--- config.mk ---
export PLATFORM = sky130hd
export DESIGN_NAME = sipo_frame_rx
export DESIGN_NICKNAME = d
export VERILOG_FILES = /design/src/rtl/sipo_frame_rx.sv
export SDC_FILE = /design/constraint.sdc
export NUM_CORES = 1
export LEC_CHECK = 0
export BUFFER_PORTS_ARGS = -buffer_cell sky130_fd_sc_hd__clkbuf_2
export CAP_MARGIN = 0
export CORE_MARGIN = 1.5
export CORE_UTILIZATION = 40
export CTS_CLUSTER_DIAMETER = 120
export DETAILED_ROUTE_END_ITERATION = 8
export PLACE_DENSITY = 0.68
export SYNTH_ARGS = -nofsm -noshare
export SYNTH_HDL_FRONTEND = slang
export SYNTH_SLANG_ARGS = --single-unit
export TNS_END_PERCENT = 30
--- constraint.sdc ---
create_clock -name clk -period 2.4 [get_ports clk]
set_clock_uncertainty 0.05 [all_clocks]
set_input_delay 0.72 -clock clk [delete_from_list [all_inputs] [get_ports clk]]
set_output_delay 0.72 -clock clk [all_outputs]
set_load 0.005 [all_outputs]
--- src/rtl/sipo_frame_rx.sv ---
//------------------------------------------------------------------------------
// sipo_frame_rx : LSB-first serial frame receiver (start/data/parity/stop)
//                 with a one-word valid/ready holding register.
// Revision      : 1.0
//------------------------------------------------------------------------------
`default_nettype none

module sipo_frame_rx #(
  parameter int WIDTH     = 4,
  parameter int PARITY_EN = 1
) (
  input  logic             clk,
  input  logic             rst,
  input  logic             serial_in,
  input  logic             bit_en,
  output logic [WIDTH-1:0] data_out,
  output logic             data_valid,
  input  logic             data_ready,
  output logic             parity_err,
  output logic             frame_err,
  output logic             overrun,
  output logic [7:0]       frame_count
);

  localparam int CW = (WIDTH > 2) ? $clog2(WIDTH) : 1;

  typedef enum logic [1:0] {
    IDLE   = 2'd0,
    DATA   = 2'd1,
    PARITY = 2'd2,
    STOP   = 2'd3
  } state_t;

  state_t           state;
  state_t           state_nxt;
  logic [WIDTH-1:0] shreg;
  logic [CW-1:0]    cnt;
  logic             par_bit;

  logic             last_bit;
  logic             stop_eval;
  logic             bad_par;
  logic             good;
  logic             load;
  logic             drop;

  always_ff @(posedge clk) begin
    if (rst) state <= IDLE;
    else     state <= state_nxt;
  end

  always_comb begin
    state_nxt = state;
    last_bit  = (cnt == CW'(WIDTH - 1));
    if (bit_en) begin
      case (state)
        IDLE:    if (serial_in) state_nxt = DATA;
        DATA:    if (last_bit)  state_nxt = (PARITY_EN != 0) ? PARITY : STOP;
        PARITY:  state_nxt = STOP;
        STOP:    state_nxt = IDLE;
        default: state_nxt = IDLE;
      endcase
    end
  end

  // Frame verdict in STOP: stop-bit error outranks parity error.
  always_comb begin
    stop_eval = bit_en && (state == STOP);
    bad_par   = (PARITY_EN != 0) && ((^shreg) != par_bit);
    good      = stop_eval && !serial_in && !bad_par;
    load      = good && (!data_valid || data_ready);
    drop      = good && data_valid && !data_ready;
  end

  always_ff @(posedge clk) begin
    if (rst) begin
      shreg       <= '0;
      cnt         <= '0;
      par_bit     <= 1'b0;
      data_out    <= '0;
      data_valid  <= 1'b0;
      frame_count <= 8'd0;
      parity_err  <= 1'b0;
      frame_err   <= 1'b0;
      overrun     <= 1'b0;
    end else begin
      parity_err <= stop_eval && !serial_in && bad_par;
      frame_err  <= stop_eval && serial_in;
      overrun    <= drop;

      if (bit_en) begin
        case (state)
          IDLE:   if (serial_in) cnt <= '0;
          DATA: begin
            shreg <= {serial_in, shreg[WIDTH-1:1]};
            cnt   <= cnt + 1'b1;
          end
          PARITY: par_bit <= serial_in;
          default: ;
        endcase
      end

      if (load) begin
        data_out   <= shreg;
        data_valid <= 1'b1;
        if (frame_count != 8'hFF) frame_count <= frame_count + 8'd1;
      end else if (data_valid && data_ready) begin
        data_valid <= 1'b0;
      end
    end
  end

endmodule

`default_nettype wire
---- Word level (Yosys, flattened, before mapping) ----
Cells that the tools add are included.
cells by class
  add/sub/neg operators ................... 2
  eq/ne operators ......................... 8
  multiplexer cells ....................... 7
  reduce and logical (&&, ||, !) cells .... 23
operators with widths
  kind                 count
  $logic_and 1x1->1    9
  $add 8x1->8 const B  1
  $ne 8x8->1 const B   1
  $pmux 2 s4           1
  $eq 2x2->1 const B   3
  $mux 2               3
  $reduce_and 2->1     3
  $reduce_and 3->1     2
  $logic_not 1->1      4
  $ne 2x2->1 const B   2
  $pmux 2 s2           1
  $reduce_bool 2->1    2
  $reduce_xor 4->1     1
  $add 2x1->2 const B  1
  $eq 2x1->1 const B   1
  $logic_not 2->1      1
  $mux 1               2
  $logic_or 1x1->1     1
  $ne 1x1->1           1
storage, ports and cells
  register bits after elaboration ......... 25
  logic and storage cells ................. 50

---- Longest topological paths before layout ----
Gate-level depths: netlist of run 1.
  depth in word-level cells ............... 6
  mapped depth ............................ 7
  depth with buffers taken out ............ 6

---- Worst setup path after synthesis of run 1 ----
No wires, ideal clock.
  kind .................................... input port to flip-flop
  from .................................... in bit_en
  to ...................................... reg frame_count[3]
  arrival ................................. 1930 ps
  slack ................................... 296 ps
  cell stages on the path ................. 5
  path through ............................ nand2_1 or3_1 clkbuf_1 nor4_1 mux2_1
on the way
  cells in the longest elaborated chain, start to end .. 5
ends and longest elaborated chain
  element                         RTL line  RTL
  start: declaration              15        input logic bit_en,
  $logic_and 1x1->1               68        stop_eval = bit_en && (state == STOP);
  $logic_and 1x1->1 (2 in a row)  70        good = stop_eval && !serial_in && !bad_par;
  $logic_and 1x1->1               71        load = good && (!data_valid || data_ready);
  $reduce_and 2->1 (no line)      --
  end signal: assignment          106       if (frame_count != 8'hFF) frame_count <= frame_count + 8'd1;
  end: declaration                22        output logic [7:0] frame_count
Every way passes these cells.
A chain may end at the register's enable or synchronous reset.

---- Worst setup path after layout of run 1 ----
  from .................................... reg shreg[3]
  to ...................................... reg frame_count[0]
on the way
  cells in the longest elaborated chain, start to end .. 6
ends and longest elaborated chain
  element                     RTL line  RTL
  start: declaration          36        logic [WIDTH-1:0] shreg;
  start signal: assignment    95        shreg <= {serial_in, shreg[WIDTH-1:1]};
  $reduce_xor 4->1            69        bad_par = (PARITY_EN != 0) && ((^shreg) != par_bit);
  $ne 1x1->1                  69
  $logic_not 1->1             70
  $logic_and 1x1->1           70
  $logic_and 1x1->1           71
  $reduce_and 2->1 (no line)  --
Every way passes these cells.

==> results of run 1 <==
==> area by class of cell <==
class                           count  area share [%]
Tap cell                           31            2.79
Inverter                            4            1.08
Sequential cell                    25            36.0
Multi-Input combinational cell    102            48.9
Timing Repair Buffer               24            9.35
Clock buffer                        4            1.89
==> worst register-to-register path: stages, from the launching register on <==
cell and delay (ns):
dfxtp_1 0.40, xnor3_2 0.48, xnor2_2 0.26, nor3_1 0.38, mux2_2 0.37
==> routing by layer <==
layer  part of all wire (%)  GRT usage (%)
met5                      0              0
met4                   0.33           3.65
met3                    4.1           2.20
met2                     49           27.1
met1                     47           20.0
==> layout by cell type, fill, tap and decap left out, types with 4 or more instances in the layout <==
cell	n
a21oi_1	12
buf_4	4
clkbuf_2	20
dfxtp_1	25
ha_1	7
inv_1	4
mux2_1	4
nand2_1	12
nand2b_1	5
nand3_1	11
nor2_1	8
nor2b_1	6
nor3_1	4
nor4_1	5
o21ai_0	5
==> kinds of logic (layout without fill, tap and decap cells) <==
| logic type | after synthesis | in the layout | share of synthesized area (%) |
|---|---|---|---|
| AND/OR/NAND/NOR | 62 | 62 | 26.9 |
| AO/OA/AOI/OAI | 22 | 22 | 9.87 |
| flip-flops | 25 | 25 | 40.7 |
| buffers and inverters | 11 | 32 | 3.97 |
| XOR/XNOR | 4 | 4 | 5.29 |
| multiplexers | 7 | 7 | 6.21 |
| adder cells (fa/ha/maj) | 7 | 7 | 7.12 |
==> per-stage QoR <==
step	instance area, sq um	setup WS, ns	utilization [%]	hold WS [ns]
finish	1390	0.362	49.2	0.432
CTS	1390	0.346	49.2	0.433
global route	1390	0.249	49.2	0.456
floorplan	1230	0.296	-	0.386
detailed placement	1370	0.137	48.3	0.415
global placement	1370	0.194	48.3	0.394
==> state kept, by name, summed over array words and instances, names as in the netlist <==
register and cells:
frame_err 1, parity_err 1, frame_count 8, par_bit 1
shreg 4, state 2, cnt 2, data_valid 1
overrun 1, data_out 4
==> path summary, 6_finish.rpt <==
| kind | start | to | slack (ns) | cells past startpoint |
|---|---|---|---|---|
| min reg2reg | cnt[1]$_SDFFE_PP0P_ | cnt[1]$_SDFFE_PP0P_ | 0.43 | 2 |
| max reg2reg | shreg[3]$_SDFFE_PP0P_ | frame_count[0]$_SDFFE_PP0P_ | 0.36 | 4 |
| min | cnt[1]$_SDFFE_PP0P_ | cnt[1]$_SDFFE_PP0P_ | 0.43 | 2 |
| max | shreg[3]$_SDFFE_PP0P_ | frame_count[0]$_SDFFE_PP0P_ | 0.36 | 4 |
==> power by group through the flow <==
| stage | combinational (W) | sequential (W) | clock [W] |
|---|---|---|---|
| 2_1_floorplan | 0.0000512 | 0.000433 | 0 |
| 3_3_place_gp | 0.0000646 | 0.000434 | 0 |
| 3_5_place_dp | 0.0000691 | 0.000435 | 0 |
| 4_1_cts | 0.0000694 | 0.000425 | 0.000191 |
| 5_1_grt | 0.0000776 | 0.000426 | 0.000205 |
| 6_report | 0.0000689 | 0.000426 | 0.000182 |
==> run metrics, run 1 <==
Reg power frac=62.9%; RePlAce Congestion=0.820; diode count=0; ANT nets after route=0; placed instance count=186; Clock power frac=26.9%; Vias per Instance=5.59; GRT Total Usage=15.5%; Post-DP HPWL=1870 um; max-slew violations=0; cts hold-fix bufs=0; core area=2830 sq um; Final period util=84.9%; Mapped Cells=138; worst path required time=2.56 ns; Final TNS setup=0 ns; Sw Pwr=0.000165 W; startpoint types=flip-flop; slew margin rel.=60.0%; Final Critical Period=2.04 ns; TritonRoute pass-1 iters=5; Hold Fails Final Rpt=0; final setup violation count=0; syn nets=150; layout cells sized above 1=19.5%; Congestion Overflow GR=0; Syn. warnings=0; synthesized flop and latch total=25; outcome=finished clean; Setup CP Type=flip-flop to flip-flop; postcts setup bufs=0; CTS buffer count=3; multi-input logic area=681 sq um; DRC viols=0; Power Total=0.000676 W; top cells by count, synth=25 x dfxtp_1, 12 x a21oi_1, 12 x nand2_1, 11 x nand3_1, 8 x nor2_1; final wirelength=2440 um; MaxCap Viol Count=0; Internal=0.000511 W; htree depth=1; Synth Area per Inst=8.91 sq um; Power Density=486 nW/um^2; CP max FO=13; Clk pin slew, worst setup/hold paths=0.13 ns; count leader, synth=dfxtp_1; worst path bufs/invs=0; CP delay by family, top=XOR/XNOR gates; Synth cell types=33; initial antenna violation count=0; switching part of the total=24.5%; Worst Setup End Kind=flip-flop; maximum clock path buffer count=2; first-pass GRT wire length=4310 um; CTS Sinks=25; Max Clock Freq=491 MHz; 1st-iter DRT viols=26; Syn Std Cell Area=1230 sq um; critical path cell sequence=xnor3_2 -> xnor2_2 -> nor3_1 -> mux2_2; largest net degree at the start of global routing=17; per-cell routed wire length=12.8 um; post-layout net count=172; most area-hungry cell type in the Yosys netlist=dfxtp_1; slowest stage delay, CP=0.48 ns; CTS tree=built; post-CTS sizing=0; Die H=58.5 um; area delta synth->final=13.1%; via count=1063; sequential fraction of the synthesis area=40.7%; Post-synth EDFFs=0; Clock Tree Root=clkbuf_4; Std-Cell Rows=19; RSZ-0062 raised after global routing=false; prevailing post-synth register cell=dfxtp_1; die area=3420 sq um; area share of the largest cell type after synthesis=40.7%; Die X-Extent=58.5 um; synth top area cells=dfxtp_1 41%, ha_1 7.1%, a21oi_1 4.9%, nand3_1 4.5%, mux2_1 3.7%; Critical Path Slowest Stage Cell=xnor3_2; Worst Hold Class=flip-flop to flip-flop; Reg area=500 sq um; leakage=0.543 nW; Logic pwr share=10.2%; final cell count without fillers=190; fillers=271; Slew @ Worst Pin=0.596 ns; port bufs=20; Initial Utilization=43.5%; VDD IR max=0.297 mV; io pins=21; worst skew pair latency=0.30 ns; number of global-route vias before repair=1024; Critical Path AT=2.20 ns; asr flop ratio synth=0%
No activity file was read; power rests on OpenSTA's default activity.
==> run 2, diff against run 1 <==
==> constraint.sdc (replaced) <==
create_clock -name clk -period 2.1 [get_ports clk]
set_clock_uncertainty 0.05 [all_clocks]
set_input_delay 0.63 -clock clk [delete_from_list [all_inputs] [get_ports clk]]
set_output_delay 0.63 -clock clk [all_outputs]
set_load 0.005 [all_outputs]
==> run 2 against run 1 <==
Fmax is 3.0% higher. Die area stayed put. Routed wire length is 10% higher. Critical endpoint is now frame_count[2]$_SDFFE_PP0P_. Non-clock buffer count is 5 higher. Setup slack worse by 0.24 ns. Critical path depth stayed put. Register-to-register slack worse by 0.24 ns. Via count is 2.4% higher. Final cell count is 2.6% higher. Cell area is 2.7% higher. Utilization is 1.3 points higher. Clock power is 21% higher.
==> run metrics, run 2 (synthesis gave the netlist of run 1 again) <==
Post-DP HPWL=2020 um (+8.2%); die area=3420 sq um (unchanged); Initial Utilization=43.5% (unchanged); commonest non-fill, non-tap cells in the layout=25 x dfxtp_1, 20 x clkbuf_2, 12 x nand2_1, 12 x a21oi_1, 11 x nand3_1; VDD IR max=0.315 mV (+6.0%); initial antenna violation count=0 (unchanged); CTS Sinks=25 (unchanged); cts hold-fix bufs=0 (unchanged); Placed Area=1400 sq um (+2.8%); CTS tree=built; MaxCap Viol Count=0 (unchanged); maximum clock path buffer count=2 (unchanged); Largest register FFs=8 (unchanged); worst skew pair latency=0.32 ns (+0.02 ns); DRC viols=0 (unchanged); RePlAce Congestion=0.829 (+1.2%); Max Clock Freq=505 MHz (+3.0%); Final Critical Period=1.98 ns (-0.0597 ns); pre-CTS WS=-0.0188 ns (-0.156 ns); CTS buffer count=3 (unchanged); placed instance count=191 (+2.7%); max-slew violations=0 (unchanged); most common cell after layout, fill and taps aside=dfxtp_1; Worst Setup End Kind=flip-flop; io pins=21 (unchanged); worst path bufs/invs=0 (unchanged); GRT Total Usage=16.6% (+1.1 points); biggest regs=frame_count x8, data_out x4, shreg x4; Design Area, Final=1430 sq um (+2.7%); critical path cell sequence=xnor3_2 -> xnor2_2 -> nor4_1 -> mux2_1; Std-Cell Rows=19 (unchanged); Clk pin slew, worst setup/hold paths=0.14 ns (about the same); Power Total=0.000789 W (+17%); Clock Tree Root=clkbuf_4; Hold Fails Final Rpt=0 (unchanged); post-layout net count=177 (+2.9%); TritonRoute pass-1 iters=4 (-1); first-pass GRT wire length=4430 um (+2.9%); met3 global-route usage=2.42% (+0.22 points); core area=2830 sq um (unchanged); CP delay by family, top=XOR/XNOR gates; slew margin rel.=61.2% (+1.2 points); final cell count without fillers=195 (+2.6%); number of global-route vias before repair=1032 (+0.78%); diode count=0 (unchanged); leakage=0.568 nW (+4.5%); Die X-Extent=58.5 um (unchanged); Final period util=94.2% (+9.3 points); met2 Track Usage GR=28.4% (+1.3 points); reg-to-reg setup timing slack=0.12 ns (-0.24 ns); Worst Hold Class=flip-flop to flip-flop; postcts setup bufs=0 (unchanged); GRT met1 Usage=19.9% (-0.082 points); area delta synth->final=16.2%; Fin Hold WS=0.433 ns (+0.000162 ns); Power Density=552 nW/um^2 (+14%); largest reg by FF count=frame_count; fillers=279 (+3.0%); RSZ-0062 raised after global routing=false; Critical Path AT=2.15 ns (-0.05 ns); Slew @ Worst Pin=0.578 ns (-0.0180 ns); layout cells sized above 1=22.0% (+2.5 points); busiest grt layer=met2; final wirelength=2690 um (+10%); port bufs=20 (unchanged); worst path required time=2.27 ns (-0.29 ns); Congestion Overflow GR=0 (unchanged); post-CTS sizing=0 (unchanged); Reg area=500 sq um (unchanged); CP max FO=8 (-5); outcome=finished clean; 1st-iter DRT viols=23 (-12%); largest net degree at the start of global routing=31 (+14); final setup violation count=0 (unchanged); Setup CP Type=flip-flop to flip-flop; via count=1089 (+2.4%); worst setup margin=0.122 ns (-0.240 ns); startpoint types=flip-flop; slowest stage delay, CP=0.48 ns (about the same); per-cell routed wire length=13.8 um (+7.4%); Critical Path Slowest Stage Cell=xnor3_2; Die H=58.5 um (unchanged); Vias per Instance=5.58 (-0.18%); multi-input logic area=681 sq um (unchanged); ANT nets after route=0 (unchanged); htree depth=1 (unchanged)
run 2: cell count changes in the layout (fill, tap and decap cells not counted):
cell and change:
buf_4 +5
run 2: metrics by stage:
stage | setup TNS (ns) | utilization, %
after floorplan | 0 | -
after global placement | 0 | 49.6
after detailed placement | -0.0371 | 49.6
after CTS | 0 | 50.5
after global routing | 0 | 50.5
final | 0 | 50.5
run 2: where the power goes:
part / internal [W] / switching (W)
sequential: 0.000481 / 0.00000564
clock: 0.0000744 / 0.000145
combinational: 0.0000319 / 0.0000512
total: 0.000587 / 0.000202
run 2: per-layer routing:
metal | part of all wire [%] | routed length (um) | vias to the layer above
met2 | 49 | 1330 | 27
met4 | 2.7 | 72 | 0
li1 | - | - | 539
met1 | 45 | 1210 | 515
met5 | 0 | 0 | -
met3 | 2.9 | 78 | 8
run 2: tightest hold or removal path, stage by stage, from the launching register on:
cell and delay (ns):
dfxtp_1 0.35, nand2_1 0.06, a21oi_1 0.05
run 2: path summary, 6_finish.rpt:
check / to / cells after the start / startpoint
worst max-delay path: frame_count[2]$_SDFFE_PP0P_ / 4 / shreg[3]$_SDFFE_PP0P_
worst min-delay path: cnt[1]$_SDFFE_PP0P_ / 2 / cnt[1]$_SDFFE_PP0P_
worst max register to register: frame_count[2]$_SDFFE_PP0P_ / 4 / shreg[3]$_SDFFE_PP0P_
worst min register to register: cnt[1]$_SDFFE_PP0P_ / 2 / cnt[1]$_SDFFE_PP0P_
run 2: area by class of cell:
cell class	instances	area share, %
clock buffers	4	1.84
inverters	4	1.05
multi-input cells	102	47.6
flip-flops and latches	25	35.0
well taps	31	2.71
repair buffers	29	11.7
